--- src/rtl/pwm_multi_ch.sv ---
// Multi-channel PWM generator: shared prescaler and period counter with per-channel
// compare and polarity. Configuration is double-buffered and applied only at period boundaries.
module pwm_multi_ch #(
  parameter int NUM_CH = 4,
  parameter int CNT_W  = 16,
  parameter int DIV_W  = 8
) (
  input  logic                    clk,
  input  logic                    reset_n,
  input  logic                    enable,
  input  logic [DIV_W-1:0]        prescale,
  input  logic [CNT_W-1:0]        period,
  input  logic [NUM_CH*CNT_W-1:0] duty,
  input  logic                    center_mode,
  input  logic [NUM_CH-1:0]       invert,
  input  logic                    load,
  output logic [NUM_CH-1:0]       pwm,
  output logic                    period_tick,
  output logic                    load_ack
);

  // Handshake: load is a single-cycle strobe with no back-pressure; every load is
  // accepted into the pending set. load_ack pulses once when that set becomes active.

  logic [DIV_W-1:0]        pc;
  logic [CNT_W-1:0]        cnt;
  logic                    dir_down;

  logic                    pend;
  logic [CNT_W-1:0]        pend_period;
  logic [NUM_CH*CNT_W-1:0] pend_duty;
  logic                    pend_center;
  logic [NUM_CH-1:0]       pend_invert;

  logic [CNT_W-1:0]        act_period;
  logic [NUM_CH*CNT_W-1:0] act_duty;
  logic                    act_center;
  logic [NUM_CH-1:0]       act_invert;

  logic [CNT_W-1:0]        last;
  logic                    tick;
  logic                    at_top;
  logic                    boundary;
  logic                    apply;
  logic [NUM_CH-1:0]       raw;

  // A period of 0 behaves as 1, so the top count is 0 in that case.
  // The >= in tick keeps the prescaler from running the full range if prescale is lowered live.
  always_comb begin
    last     = (act_period == '0) ? '0 : act_period - CNT_W'(1);
    tick     = enable && (pc >= prescale);
    at_top   = (cnt == last);
    boundary = tick && (act_center ? (dir_down && (cnt == '0)) : at_top);
    apply    = pend && (boundary || !enable);
  end

  always_comb begin
    raw = '0;
    for (int i = 0; i < NUM_CH; i++) begin
      raw[i] = enable && (cnt < act_duty[i*CNT_W +: CNT_W]);
    end
  end

  // Center mode holds each end value for two ticks by flipping dir without moving cnt.
  always_ff @(posedge clk or negedge reset_n) begin
    if (!reset_n) begin
      pc       <= '0;
      cnt      <= '0;
      dir_down <= 1'b0;
    end else if (!enable) begin
      pc       <= '0;
      cnt      <= '0;
      dir_down <= 1'b0;
    end else if (tick) begin
      pc <= '0;
      if (boundary) begin
        cnt      <= '0;
        dir_down <= 1'b0;
      end else if (act_center && !dir_down && at_top) begin
        dir_down <= 1'b1;
      end else if (act_center && dir_down) begin
        cnt <= cnt - CNT_W'(1);
      end else begin
        cnt <= cnt + CNT_W'(1);
      end
    end else begin
      pc <= pc + DIV_W'(1);
    end
  end

  // A load coinciding with an apply becomes the next pending set; the old one goes active.
  always_ff @(posedge clk or negedge reset_n) begin
    if (!reset_n) begin
      pend        <= 1'b0;
      pend_period <= '0;
      pend_duty   <= '0;
      pend_center <= 1'b0;
      pend_invert <= '0;
      act_period  <= CNT_W'(1);
      act_duty    <= '0;
      act_center  <= 1'b0;
      act_invert  <= '0;
    end else begin
      if (load) begin
        pend        <= 1'b1;
        pend_period <= period;
        pend_duty   <= duty;
        pend_center <= center_mode;
        pend_invert <= invert;
      end else if (apply) begin
        pend <= 1'b0;
      end
      if (apply) begin
        act_period <= pend_period;
        act_duty   <= pend_duty;
        act_center <= pend_center;
        act_invert <= pend_invert;
      end
    end
  end

  always_ff @(posedge clk or negedge reset_n) begin
    if (!reset_n) begin
      pwm         <= '0;
      period_tick <= 1'b0;
      load_ack    <= 1'b0;
    end else begin
      pwm         <= raw ^ act_invert;
      period_tick <= boundary;
      load_ack    <= apply;
    end
  end

endmodule

--- config.mk ---
export PLATFORM = sky130hd
export DESIGN_NAME = pwm_multi_ch
export DESIGN_NICKNAME = d
export VERILOG_FILES = /design/src/rtl/pwm_multi_ch.sv
export SDC_FILE = /design/constraint.sdc
export NUM_CORES = 1
export LEC_CHECK = 0
export CAP_MARGIN = 20
export CORE_ASPECT_RATIO = 0.6
export CORE_MARGIN = 5
export CORE_UTILIZATION = 51
export DETAILED_ROUTE_END_ITERATION = 7
export GPL_ROUTABILITY_DRIVEN = 0
export GPL_TIMING_DRIVEN = 0
export PLACE_DENSITY_LB_ADDON = 0.3
export RECOVER_POWER = 50
export SYNTH_ARGS = -nofsm -noshare
export SYNTH_HDL_FRONTEND = slang
export SYNTH_SLANG_ARGS = --single-unit
--- constraint.sdc ---
create_clock -name clk -period 8.2 [get_ports clk]
set_input_delay 1.23 -clock clk [delete_from_list [all_inputs] [get_ports clk]]
set_output_delay 1.23 -clock clk [all_outputs]
set_load 0.005 [all_outputs]
* Word-level counts from Yosys, hierarchy flattened
Index checks and enable logic that the tools add are counted. Widths: inputs -> output; s select.
Word-level totals: bits in writable memories 0, latch bits 0, flip-flop bits (word level) 202, output and inout bits 6, ROM bits 0, memories 0
Operators by class: equal/unequal tests 4, shift operators 0, bitwise logic cells 1, mux-type cells 15, magnitude comparators 5, multiply operators 0, divide/modulo/power cells 0, add/subtract/negate cells 4, reductions and logical operators 19
Operators with widths (count):
- $mux 16 | 6
- $lt 16x16->1 | 4
- $logic_not 16->1 | 2
- $sub 16x1->16 const B | 2
- $add 16x1->16 const B | 1
- $eq 16x16->1 | 1
- $mux 8 | 2
- $logic_and 1x1->1 | 11
- $add 8x1->8 const B | 1
- $ge 8x8->1 | 1
- $mux 1 | 7
- $reduce_and 2->1 | 2
- $xor 4x4->4 | 1
- $ne 3x1->1 const B | 1
- $ne 3x3->1 const B | 1
- $logic_not 1->1 | 2
- $ne 2x1->1 const B | 1
- $reduce_bool 2->1 | 1
- $logic_or 1x1->1 | 1

* Logic depth before layout (Yosys ltp)
Gate-level depths: netlist of the first run.
word-level depth 9, depth in mapped cells 16, mapped depth without buffers 12

* Worst setup path before layout of the first run
No wires, ideal clock.
path type register -> register, start point reg act_period[0], end point reg act_duty[39], slack 4.645 ns, arrival time 3.430 ns, library setup time 0.125 ns, stages on the path, launching flop included 16, period minus slack after synthesis 3.555 ns, required time 8.075 ns, path through dfstp_2 buf_2 inv_1 ha_1 or3b_2 nor4_2 xnor2_1 xnor2_1 o32a_1 a21oi_1 a31o_1 buf_4 nand2_4 buf_6 buf_6 mux2_4
Between the ends: longest elaborated chain between the ends 7, elaborated cells between the ends (all ways) 8, classes of those cells 1 x add/sub; 1 x eq/ne; 2 x mux; 4 x reduce/logical
Ends and longest elaborated chain:
- start: declaration | line 35 | logic [CNT_W-1:0] act_period;
- start signal: assignment | line 114 | act_period <= pend_period;
- $sub 16x1->16 / $logic_not 16->1 (equally long branches) | line 50 | last = (act_period == '0) ? '0 : act_period - CNT_W'(1);
- $mux 16 (*) | line 50
- $eq 16x16->1 (*) | line 52 | at_top = (cnt == last);
- $mux 1 (*) | line 53 | boundary = tick && (act_center ? (dir_down && (cnt == '0)) : at_top);
- $logic_and 1x1->1 (*) | line 53
- $logic_or 1x1->1 (*) | line 54 | apply = pend && (boundary || !enable);
- $logic_and 1x1->1 (*) | line 54
- end signal: assignment | line 115 | act_duty <= pend_duty;
- end: declaration | line 36 | logic [NUM_CH*CNT_W-1:0] act_duty;
Mark *: on every way between the ends. The rest lies on a longest branch, timed or not. A chain may end at the register's enable or synchronous reset.

* Worst setup path in the final report of the first run
start point reg act_period[0], end point reg act_duty[62]
Same word-level chain as after synthesis.

==> metrics, run 1 <==
status finished clean; Tightest Hold Check Type reg -> reg; WL final ~26,000 um; Die X slightly above 200 um; peak supply drop 141 uV; final worst setup slack 3.94 ns; final critical-path required period 4.26 ns; postcts setup bufs 0; Syn Area/Cell 11.4 um^2; Yosys Warn Count 0; Max Clk Rate 235 MHz; cts hold-fix bufs 0; Synth Flop Type dfrtp_1; post-route setup TNS 0 ns; Tcrit/Tclk final 0.519; largest cells by area after synthesis dfrtp_1 44%, mux2_2 13%, ha_1 9.3%; GRT Util Overall 0.201; Synth top area share 0.444; Site Rows 42; clk_skew 0.00913 ns; share of cells above drive strength 1 0.213; syn_nets 1,172; startpoint types flip-flop; number of vias in the routed layout around 8,000; HPWL after detailed placement 18,500 um; fraction of registers with async set/reset 1.00; Net count, final 1,296; gate count after technology mapping 990; first-pass GRT wire length 42,000 um; Place WS 3.74 ns; CP Capture Type flip-flop; Power Dens Cells 197 nW/um^2; post-route ant nets 0; Slew @ Worst Pin 0.820 ns; crit path DAT 4.64 ns; total power 2.63 mW; register area share after synthesis 0.447; Worst R2R Path Depth 15; DRT Pass-1 Iters 5; Pleak approximately 6.1 nW; drt wl/cell 18.2 um; endpoints failing hold 0; die footprint between 20,000 and 30,000 um^2; Critical Path RT 8.58 ns; TritonCTS Buffers 20; Yosys cell types 69; area growth from synthesis to layout 17.8%; commonest non-fill, non-tap cell in the layout dfrtp_1; Yosys reg bits 202; I/O pin total about 100; Worst Hold Depth 1; ANT cells 0; initial antenna violation count 0; PostCTS Resize Cnt 0; vias per inst 5.68; CP Class reg -> reg; clock transition at the registers of the reported paths ~0.060 ns; gr ovfl total 0; Post-synth EDFFs 0; clock latency on the worst-skew pair 0.50 ns; largest net degree at the start of global routing 103; CTS tree yes; DIE HEIGHT 125 um; commonest cells after routing, fill and taps aside 201 x dfrtp_1, 135 x mux2_2, 100 x clkdlybuf4s50_1; RSZ-0062 raised after global routing false; cell area after synthesis about 11,000 um^2; relative slew slack 0.450; initial DRC count about 400; number of global-route vias before repair 8,110; Initial Util 0.515; # clock sinks 202; dominant cell type by area after synthesis dfrtp_1; final setup violation count 0; Root Buffer clkbuf_16; DRC viols 0; core box area ~22,000 um^2; Longest Clk Path Bufs 3; max-cap viol count 0; crit path max fanout 10; Final Max Tran Viols 0; htree depth 1; port bufs 101
==> cells by family (layout without fill, tap and decap cells) <==
group | Yosys count | in the layout | synth area share
compound gates | 154 | 154 | 0.0896
mux | 178 | 178 | 0.190
flops | 202 | 202 | 0.447
xor+xnor | 33 | 33 | 0.0255
fa+ha+maj | 85 | 85 | 0.0946
simple gates | 214 | 214 | 0.108
buf+inv | 124 | 259 | 0.0465
==> report_power, final <==
| part | internal, mW | total [mW] | switching [mW] | leakage (nW) |
|---|---|---|---|---|
| combinational | 0.291 | 0.519 | 0.229 | 3.40 |
| clock | 0.499 | 0.886 | 0.386 | 0.302 |
| sequential | 1.13 | 1.22 | 0.0944 | 2.42 |
| total | 1.92 | 2.63 | 0.709 | 6.12 |
==> layer usage <==
layer	wire, um	GRT usage
met1	12400	0.304
met4	431	0.0387
met3	1720	0.0399
met5	0	0
met2	11100	0.303
==> synth_stat cells (3+ instances only) <==
cell,number
buf_6,6
mux2i_1,4
nor2b_1,9
o21a_1,10
xnor2_1,21
nand4b_1,14
dfrtp_1,201
inv_1,80
or3_1,5
xor2_1,12
o211ai_1,9
and2_1,5
nand3_1,22
o31ai_1,3
o2111ai_1,3
buf_2,10
a211oi_1,9
or4_1,4
a31oi_1,17
clkbuf_1,21
nor2_1,38
mux2_4,39
a21boi_0,3
nand2_1,35
o21ai_0,24
nor4bb_1,3
or2_2,6
ha_1,84
and3_1,7
nand3b_1,3
nand2b_1,4
o21bai_1,4
a21o_1,15
mux2_2,135
nand4_1,15
nor3_1,20
nor4_1,9
buf_1,6
nor4b_1,3
a21oi_1,38
==> sequential cells by signal (all words and copies together), names as in the netlist <==
register     flops
act_center       1
act_duty        64
act_invert       4
act_period      16
cnt             16
dir_down         1
load_ack         1
pc               8
pend             1
pend_center      1
pend_duty       64
pend_invert      4
pend_period     16
period_tick      1
pwm              4
==> final timing paths <==
check	from	to	slack [ns]
setup / recovery	act_period[0]$_DFFE_PN1P_	act_duty[62]$_DFFE_PN0P_	3.94
hold / removal	pend_duty[52]$_DFFE_PN0P_	act_duty[52]$_DFFE_PN0P_	0.50
setup reg to reg	act_period[0]$_DFFE_PN1P_	act_duty[62]$_DFFE_PN0P_	3.94
hold reg to reg	pend_duty[52]$_DFFE_PN0P_	act_duty[52]$_DFFE_PN0P_	0.50
max in group asynchronous	reset_n	act_duty[13]$_DFFE_PN0P_	6.45
min in group asynchronous	reset_n	pend_period[0]$_DFFE_PN0P_	0.78
==> cell type report <==
cell class,count,area (um^2)
fillers,1820,8630
multi-input cells,664,5740
flip-flops and latches,202,5060
repair buffers,102,1040
clock buffers,26,543
well taps,286,358
inverters,80,300
plain buffers,44,226
clock inverters,7,73.8
==> worst max-delay path, cell delays in order, from the launching register on <==
cell and delay (ns):
dfstp_2 0.36, buf_2 0.17, inv_1 0.07, ha_1 0.15, or3b_2 0.54, nor4_2 0.56, xnor2_1 0.18, xnor2_1 0.15
o32a_1 0.36, a21oi_1 0.47, a31o_1 0.22, buf_4 0.17, nand2_4 0.08, buf_6 0.17, buf_6 0.18, mux2_4 0.31
==> through the flow <==
step	util	cells	area [um^2]	hold WS, ns
finish	0.607	1411	13300	0.499
global placement	0.578	1377	12700	0.483
CTS	0.607	1411	13300	0.505
floorplan	-	990	11300	0.436
detailed placement	0.579	1378	12700	0.490
global route	0.607	1411	13300	0.516
Note: power is estimated with default switching activity, not from simulation.
==> run 2: changes to the inputs <==
- clock period: 8.2 -> 3.6 ns (I/O delays scaled with it)
==> run 2 against run 1 <==
  * The run now ends with capacitance limit, slew limit left
  * First-iteration DRC count is 28% higher
  * Via count is 2.0% higher
  * Core utilization is 1.9 points higher
  * Count of clock-buffer cells in the layout stayed put
  * Maximum frequency is 20% higher
  * Die area stayed put
  * Hold slack worse by 0.0012 ns
  * Design area is 3.2% higher
  * Sequential share of layout area is 1.2 points lower
  * Critical path type unchanged
  * Critical path depth stayed put
  * Highest routed layer unchanged
==> metrics, run 2 (synthesis results as in run 1) <==
status complete, but fails checks (was finished clean); failing checks capacitance limit, slew limit; Power Dens Cells 444 nW/um^2 (was 197 nW/um^2); final setup violation count 0 (unchanged); RSZ-0062 raised after global routing true (was false); Site Rows 42 (unchanged); Longest Clk Path Bufs 3 (unchanged); commonest cells after routing, fill and taps aside 200 x dfrtp_1, 135 x mux2_2, 100 x clkdlybuf4s50_1 (was 201 x dfrtp_1, 135 x mux2_2, 100 x clkdlybuf4s50_1); Pleak 6.33 nW (was 6.12 nW); commonest non-fill, non-tap cell in the layout dfrtp_1 (unchanged); Final Max Tran Viols 103 (was 0); core box area 22,000 um^2 (unchanged); htree depth 1 (unchanged); crit-path cells inv_2 -> ha_4 -> or3b_4 -> nor4_4 -> buf_6 -> a21oi_2 -> a211oi_2 -> o2111ai_1 -> and4bb_4 -> a31o_1 -> buf_6 -> nand2_8 -> buf_12 -> buf_12 -> mux2_4 (was buf_2 -> inv_1 -> ha_1 -> or3b_2 -> nor4_2 -> xnor2_1 -> xnor2_1 -> o32a_1 -> a21oi_1 -> a31o_1 -> buf_4 -> nand2_4 -> buf_6 -> buf_6 -> mux2_4); ANT cells 0 (unchanged); max-cap viol count 1 (was 0); largest registers act_duty: 64 flops, pend_duty: 64 flops (unchanged); CTS tree yes (unchanged); CP Capture Type flip-flop (unchanged); relative slew slack -0.681 (was 0.450); startpoint types flip-flop (unchanged); final critical-path required period 3.55 ns (was 4.26 ns); clk_skew 0.0102 ns (was 0.00913 ns); post-route ant nets 0 (unchanged); clock latency on the worst-skew pair 0.50 ns (about the same); Fillers 1,767 (was 1,820); Initial Util 0.515 (unchanged); CP peak stage delay 0.46 ns (was 0.56 ns); Tcrit/Tclk final 0.985 (was 0.519); clock transition at the registers of the reported paths 0.06 ns (about the same); Slowest-stage cell, CP or3b_4 (was nor4_2); WL final 26,700 um (was 25,600 um); family with the most delay on the worst path simple AND/OR/NAND/NOR gates (unchanged); cts hold-fix bufs 0 (unchanged); DP Area 12,700 um^2 (unchanged); endpoints failing hold 0 (unchanged); peak supply drop 324 uV (was 141 uV); final worst setup slack 0.0535 ns (was 3.94 ns); fin util 0.627 (was 0.607); port bufs 101 (unchanged); crit path DAT 3.93 ns (was 4.64 ns); Net count, final 1,318 (was 1,296); gr ovfl total 0 (unchanged); Critical Path RT 3.98 ns (was 8.58 ns); vias per inst 5.70 (was 5.68); DIE HEIGHT 125 um (unchanged); DRC viols 0 (unchanged); number of vias in the routed layout 8,173 (was 8,012); share of cells above drive strength 1 0.248 (was 0.213); hold_ws 0.498 ns (was 0.499 ns); TritonCTS Buffers 20 (unchanged); CP Class reg -> reg (unchanged); initial antenna violation count 0 (unchanged); number of global-route vias before repair 8,163 (was 8,110); GRT Util Overall 0.202 (was 0.201); post-route setup TNS 0 ns (unchanged); worst path buffer plus inverter count 5 (unchanged); Slew @ Worst Pin 2.52 ns (was 0.820 ns); crit path max fanout 10 (unchanged); Place WS -0.550 ns (was 3.74 ns); DRT Pass-1 Iters 5 (unchanged); I/O pin total 103 (unchanged); Final Cell Area 13,800 um^2 (was 13,300 um^2); Root Buffer clkbuf_16 (unchanged); drt wl/cell 18.6 um (was 18.2 um); HPWL after detailed placement 18,500 um (unchanged); initial DRC count 519 (was 404); Max Clk Rate 282 MHz (was 235 MHz); Tightest Hold Check Type reg -> reg (unchanged); first-pass GRT wire length 42,300 um (was 42,000 um); die footprint 25,400 um^2 (unchanged); largest net degree at the start of global routing 103 (unchanged); Die X 202 um (unchanged); # clock sinks 202 (unchanged); area growth from synthesis to layout 21.6% (was 17.8%)
run 2: cell types whose count changed in the layout (fill, tap and decap cells not counted), moves of 3 or more:
cell,delta
buf_4,+20
buf_12,+5
buf_2,-5
clkbuf_1,-5
nor4_4,+4
a21oi_1,-3
clkbuf_16,+3
clkbuf_2,+3
run 2: per-stage QoR:
stage	power (mW)	instances
finish	6.11	1433
global route	6.42	1433
CTS	6.09	1413
detailed placement	4.02	1378
global placement	3.96	1377
floorplan	3.60	990
run 2: area by class of cell:
cell class              instances  area (um^2)  share of cell area
plain buffers                  41          274              0.0199
flip-flops and latches        202         5060               0.367
multi-input cells             664         5890               0.428
well taps                     286          358              0.0260
inverters                      80          304              0.0221
repair buffers                127         1260              0.0916
clock buffers                  26          543              0.0394
clock inverters                 7         73.8             0.00536
run 2: path summary, 6_finish.rpt:
check,start,end,slack (ns),cells after the start
worst min-delay path,pend_duty[52]$_DFFE_PN0P_,act_duty[52]$_DFFE_PN0P_,0.50,1
worst max register to register,act_period[1]$_DFFE_PN0P_,act_duty[62]$_DFFE_PN0P_,0.05,15
worst min register to register,pend_duty[52]$_DFFE_PN0P_,act_duty[52]$_DFFE_PN0P_,0.50,1
max in group asynchronous,reset_n,act_duty[13]$_DFFE_PN0P_,0.84,2
min in group asynchronous,reset_n,pend_period[0]$_DFFE_PN0P_,0.83,1
worst max-delay path,act_period[1]$_DFFE_PN0P_,act_duty[62]$_DFFE_PN0P_,0.05,15
run 2: routing by layer:
layer  wire length [um]  track usage  vias to the layer above
li1                   -            -                     3862
met5                  0            0                        -
met1              12800        0.305                     4002
met3               1700       0.0401                       39
met4                535       0.0407                        0
met2              11700        0.306                      270
run 2: power by group:
part / switching (mW) / total (mW) / internal [mW] / leakage [nW]
Sequential: 0.228 / 2.80 / 2.58 / 2.42
Clock: 0.884 / 2.02 / 1.14 / 0.302
Combinational: 0.562 / 1.29 / 0.726 / 3.61
run 2: what timing repair did:
action | 4_1_cts | 5_1_grt
gates cloned | 0 | 3
buffers inserted | 3 | 19
endpoints found under the hold margin | 0 | 0
endpoints found under the setup margin | 104 | 99
pin swaps | 2 | 15
gates resized for setup | 16 | 34
